File: src/rtl/pc_gen.sv
// rtl/pc_gen.sv - parametrised PC / next-PC generator with fetch handshake; optional PC_GEN_MISALIGN_TRAP_EN traps misaligned targets
module pc_gen #(
    parameter int          ADDR_W    = 10,
    parameter int          IMM_W     = 21,
    parameter int          STEP      = 4,
    parameter logic [31:0] RESET_VEC = 32'd0,
    parameter logic [31:0] TRAP_VEC  = 32'd4
) (
    input  logic              clk,
    input  logic              reset,
    input  logic              stall,
    input  logic              halt,
    input  logic              resume,
    input  logic              branch,
    input  logic              zero_flag,
    input  logic [1:0]        jump_mode,
    input  logic [IMM_W-1:0]  immediate,
    input  logic [31:0]       reg_out1,
    input  logic              fetch_ready,
    output logic [ADDR_W-1:0] pc_out,
    output logic [ADDR_W-1:0] fetch_addr,
    output logic              fetch_valid,
    output logic [ADDR_W-1:0] link_addr,
    output logic              redirect,
    output logic              trap,
    output logic [ADDR_W-1:0] trap_addr
);

    localparam logic [1:0] ST_BOOT = 2'b00;
    localparam logic [1:0] ST_RUN  = 2'b01;
    localparam logic [1:0] ST_HALT = 2'b10;

`ifdef PC_GEN_MISALIGN_TRAP_EN
    localparam bit TRAP_EN = 1'b1;
`else
    localparam bit TRAP_EN = 1'b0;
`endif

    localparam logic [ADDR_W-1:0] STEP_A     = ADDR_W'(STEP);
    localparam logic [ADDR_W-1:0] ALIGN_MASK = ADDR_W'(STEP - 1);
    localparam logic [ADDR_W-1:0] RESET_A    = ADDR_W'(RESET_VEC);
    localparam logic [ADDR_W-1:0] TRAP_A     = ADDR_W'(TRAP_VEC);

    logic [ADDR_W-1:0] pc_q, pc_d;
    logic [1:0]        state_q, state_d;
    logic              redirect_q, redirect_d;
    logic              trap_q, trap_d;
    logic [ADDR_W-1:0] trap_addr_q, trap_addr_d;

    logic [31:0]       imm_sext;
    logic              taken;
    logic [ADDR_W-1:0] target;
    logic              misaligned;

    assign imm_sext = 32'($signed(immediate));
    assign taken    = branch & (jump_mode[1] | zero_flag);

    // Targets are formed in 32 bits; truncation gives the modulo-2^ADDR_W wrap.
    assign target = ADDR_W'((jump_mode == 2'b11)
                            ? ((reg_out1 + imm_sext) & ~32'd1)
                            : (32'(pc_q) + imm_sext));
    assign misaligned = |(target & ALIGN_MASK);

    always_comb begin
        pc_d        = pc_q;
        state_d     = state_q;
        redirect_d  = 1'b0;
        trap_d      = 1'b0;
        trap_addr_d = trap_addr_q;
        if (!stall) begin
            case (state_q)
                ST_BOOT: state_d = ST_RUN;
                ST_HALT: begin
                    if (resume) state_d = ST_RUN;
                end
                ST_RUN: begin
                    if (taken) begin
                        redirect_d = 1'b1;
                        if (TRAP_EN && misaligned) begin
                            pc_d        = TRAP_A;
                            trap_d      = 1'b1;
                            trap_addr_d = target;
                        end else begin
                            pc_d = target & ~ALIGN_MASK;
                        end
                    end else if (!halt && fetch_ready) begin
                        pc_d = pc_q + STEP_A;
                    end
                    if (halt) state_d = ST_HALT;
                end
                default: state_d = ST_BOOT;
            endcase
        end
    end

    always_ff @(posedge clk or posedge reset) begin
        if (reset) begin
            pc_q        <= RESET_A;
            state_q     <= ST_BOOT;
            redirect_q  <= 1'b0;
            trap_q      <= 1'b0;
            trap_addr_q <= '0;
        end else begin
            pc_q        <= pc_d;
            state_q     <= state_d;
            redirect_q  <= redirect_d;
            trap_q      <= trap_d;
            trap_addr_q <= trap_addr_d;
        end
    end

    assign pc_out      = pc_q;
    assign fetch_addr  = pc_q;
    assign fetch_valid = (state_q == ST_RUN);
    assign link_addr   = pc_q + STEP_A;
    assign redirect    = redirect_q;
    assign trap        = trap_q;
    assign trap_addr   = trap_addr_q;

endmodule

File: config.mk
export PLATFORM = sky130hd
export DESIGN_NAME = pc_gen
export DESIGN_NICKNAME = d
export VERILOG_FILES = /design/src/rtl/pc_gen.sv
export SDC_FILE = /design/constraint.sdc
export NUM_CORES = 1
export LEC_CHECK = 0
export CORE_MARGIN = 2
export CORE_UTILIZATION = 35
export DETAILED_ROUTE_END_ITERATION = 8
export PLACE_DENSITY = 0.86
export SKIP_CTS_REPAIR_TIMING = 1
export SLEW_MARGIN = 20
export SYNTH_ARGS = -nofsm -noshare
export SYNTH_HDL_FRONTEND = slang
export SYNTH_SLANG_ARGS = --single-unit
File: constraint.sdc
create_clock -name clk -period 2.71 [get_ports clk]
set_input_delay 0.271 -clock clk [delete_from_list [all_inputs] [get_ports clk]]
set_output_delay 0.271 -clock clk [all_outputs]
set_load 0.01 [all_outputs]
==> impl_metrics.tcl <==
set metrics [dict create \
    status "finished, final reports clean" \
    htreeDepth 1 \
    syn_area_um2 1488 \
    yosys.area.top_type "dfrtp_1" \
    synth_seq_area_share_pct 18.50 \
    overflow 0 \
    regArea_um2 275.3 \
    cp_slowest_stage_delay_ps 600 \
    core_area_um2 4058 \
    finalSetupViolations 0 \
    finish.utilization_pct 49.55 \
    critPathSlowestCell "clkdlybuf4s50_1" \
    nFillCells 384 \
    fin_skew_ps 1.211 \
    synth_edf_count 0 \
    slew_violations 0 \
    p_leak_nw 0.8477 \
    powerDensity_nw_per_um2 903.0 \
    drt_first_pass_iters 4 \
    grt_util_all_layers_pct 15.02 \
    tightest_slew_ps 665.6 \
    hold_path.class "in2async" \
    hold_viol_final 0 \
    routabilityCongestion 0.8179 \
    p_sw_mw 0.7715 \
    crit_type "reg2out" \
    antenna_found_initial 0 \
    slew_headroom_pct 55.33 \
    fin_ws_ps 313.6 \
    wl_per_cell_um 12.67 \
    via_count 1469 \
    path_buf_inv 1 \
    post-route-period-util_pct 88.43 \
    p_int_mw 1.044 \
    critPathRequiredTime_ps 2440 \
    cap_viol_max_count 0 \
    dp_slack_ps 308.2 \
    via_per_inst 5.173 \
    cts.sink_count 11 \
    ys_types 41 \
    path_max_fanout 9 \
    ff2ff_path_depth 7 \
    placementRows 23 \
    dieHeight_um 69.20 \
    start_util_pct 36.66 \
    rsz0062_at_grt "no" \
    avgSynthCellArea_um2 7.998 \
    place_hpwl_mm 2.964 \
    post-synth-top-count-cell "buf_4" \
    routed_wl_mm 3.597 \
    ys_seq_elements 11 \
    postRouteAntennaNets 0 \
    synthTopCellsByCount "buf_4 (25), ha_1 (16), nand2_1 (16), xnor2_1 (16), nand3_1 (14)" \
    grt_pass1_wl_mm 5.934 \
    seq_power_share_pct 20.6 \
    r2r_start "fetch_addr[3]" \
    hold_ws_ps 320.9 \
    grt_max_degree 17 \
    cts_made_buffers 3 \
    multi_input_area_um2 1047 \
    drive_gt1_share_pct 4.274 \
    clock_latency_ps 250 \
    die-area_um2 4788 \
    reg2reg_slack_ps 500 \
    cp.arrival_ps 2130 \
    synth_flop_cell "dfrtp_1" \
    synthTopCellsByArea "dfrtp_1 (19%), ha_1 (13%), buf_4 (13%), xnor2_1 (9.4%), nand3_1 (4.7%)" \
    chipWidth_um 69.20 \
    cp-start-kind "flip-flop" \
    ir_worst_vdd_mv 0.3214 \
    clk_pin_slew_worst_paths_ps 50 \
    end_kind "output port" \
    cts_tree "built" \
    syn_to_final_growth_pct 35.16 \
    n_antenna_cell 0 \
    port_buffers 55 \
    async_flop_share_pct 100.0 \
    nets 314 \
    switching_share_pct 42.49 \
    cts-root-buf "clkbuf_8" \
    synth_cells 186 \
    synth_top_area_share_pct 18.50 \
    r2r_end "fetch_addr[9]" \
    fmax_mhz 417.3 \
    path_delay_family "buffers and inverters" \
    comb_power_share_pct 70.1 \
    grt_pass1_vias 1357 \
    clock_path_buffers 2 \
    ioPinCount 106 \
    drc 0 \
    first_iter_violations 156 \
    synth_warnings 0 \
    cp_cell_sequence "nand3_1 > nor3_1 > xor2_1 > clkdlybuf4s50_1" \
    clkPwrFrac_pct 9.4 \
    period_needed_ps 2396 \
    fin_tns_setup_ps 0 \
]
[per-stage QoR]
| step | cell area (µm²) | cells | total power [mW] |
|---|---|---|---|
| after floorplan | 1548 | 202 | 1.154 |
| after global routing | 2011 | 284 | 1.958 |
| after detailed placement | 1966 | 280 | 1.648 |
| final | 2011 | 284 | 1.816 |
| after global placement | 1966 | 280 | 1.608 |
| after CTS | 2011 | 284 | 1.829 |
[per-layer routing]
metal / vias up / part of all wire (%) / track usage [%]
li1: 725 / - / -
met1: 669 / 40 / 17.38
met4: 0 / 2.1 / 7.190
met2: 68 / 51 / 26.50
met5: - / 0 / 0
met3: 7 / 7.1 / 2.762
[placed cells by master, fill, tap and decap left out, drive strengths merged, types with 3 or more instances in the layout]
cell           netlist  final
clkdlybuf4s50        0     55
conb                 1     17
nand2               16     16
xnor2               16     16
ha                  16     16
nand3               14     14
nor2                13     13
dfrtp               11     11
a21oi               10     10
inv                  8      8
o21ai                8      8
nor3                 7      7
xor2                 4      4
clkbuf               2      4
o21a                 3      3
o211ai               3      3
a211oi               3      3
and3                 3      3
[worst max-delay path by stage]
stage                              from             to  cells past startpoint
after detailed placement   immediate[3]  fetch_addr[7]                      8
after floorplan           fetch_addr[3]  fetch_addr[9]                      7
after global routing      fetch_addr[4]   link_addr[9]                      4
after CTS                 fetch_addr[2]   link_addr[9]                      4
after global placement     immediate[3]  fetch_addr[9]                      8
final                     fetch_addr[4]   link_addr[9]                      4
[area by class of cell]
cell class,count,area share (%)
clock buffers,4,2.240
flip-flops and latches,11,13.69
inverters,8,1.493
repair buffers,55,27.38
multi-input cells,156,52.08
well taps,50,3.111
[cell families (layout without fill, tap and decap cells)]
family	Yosys count	in the layout	synth area share, %
xor+xnor	20	20	11.77
simple gates	58	58	18.25
buf+inv	35	67	15.14
other cells	1	17	0.2521
flops	11	11	18.50
fa+ha+maj	16	16	13.46
mux	1	1	0.7569
compound gates	44	44	21.87
[power by group through the flow]
stage | clock network (mW) | registers, mW | logic [mW]
2_1_floorplan | 0 | 0.366 | 0.788
3_5_place_dp | 0 | 0.375 | 1.27
5_1_grt | 0.177 | 0.393 | 1.39
4_1_cts | 0.173 | 0.373 | 1.28
6_report | 0.170 | 0.373 | 1.27
3_3_place_gp | 0 | 0.367 | 1.24
[registers in the layout, indices dropped and copies added, names as in the netlist]
signal / cells
state_q: 2
redirect: 1
fetch_addr: 8
(Power assumes the default switching activity.)
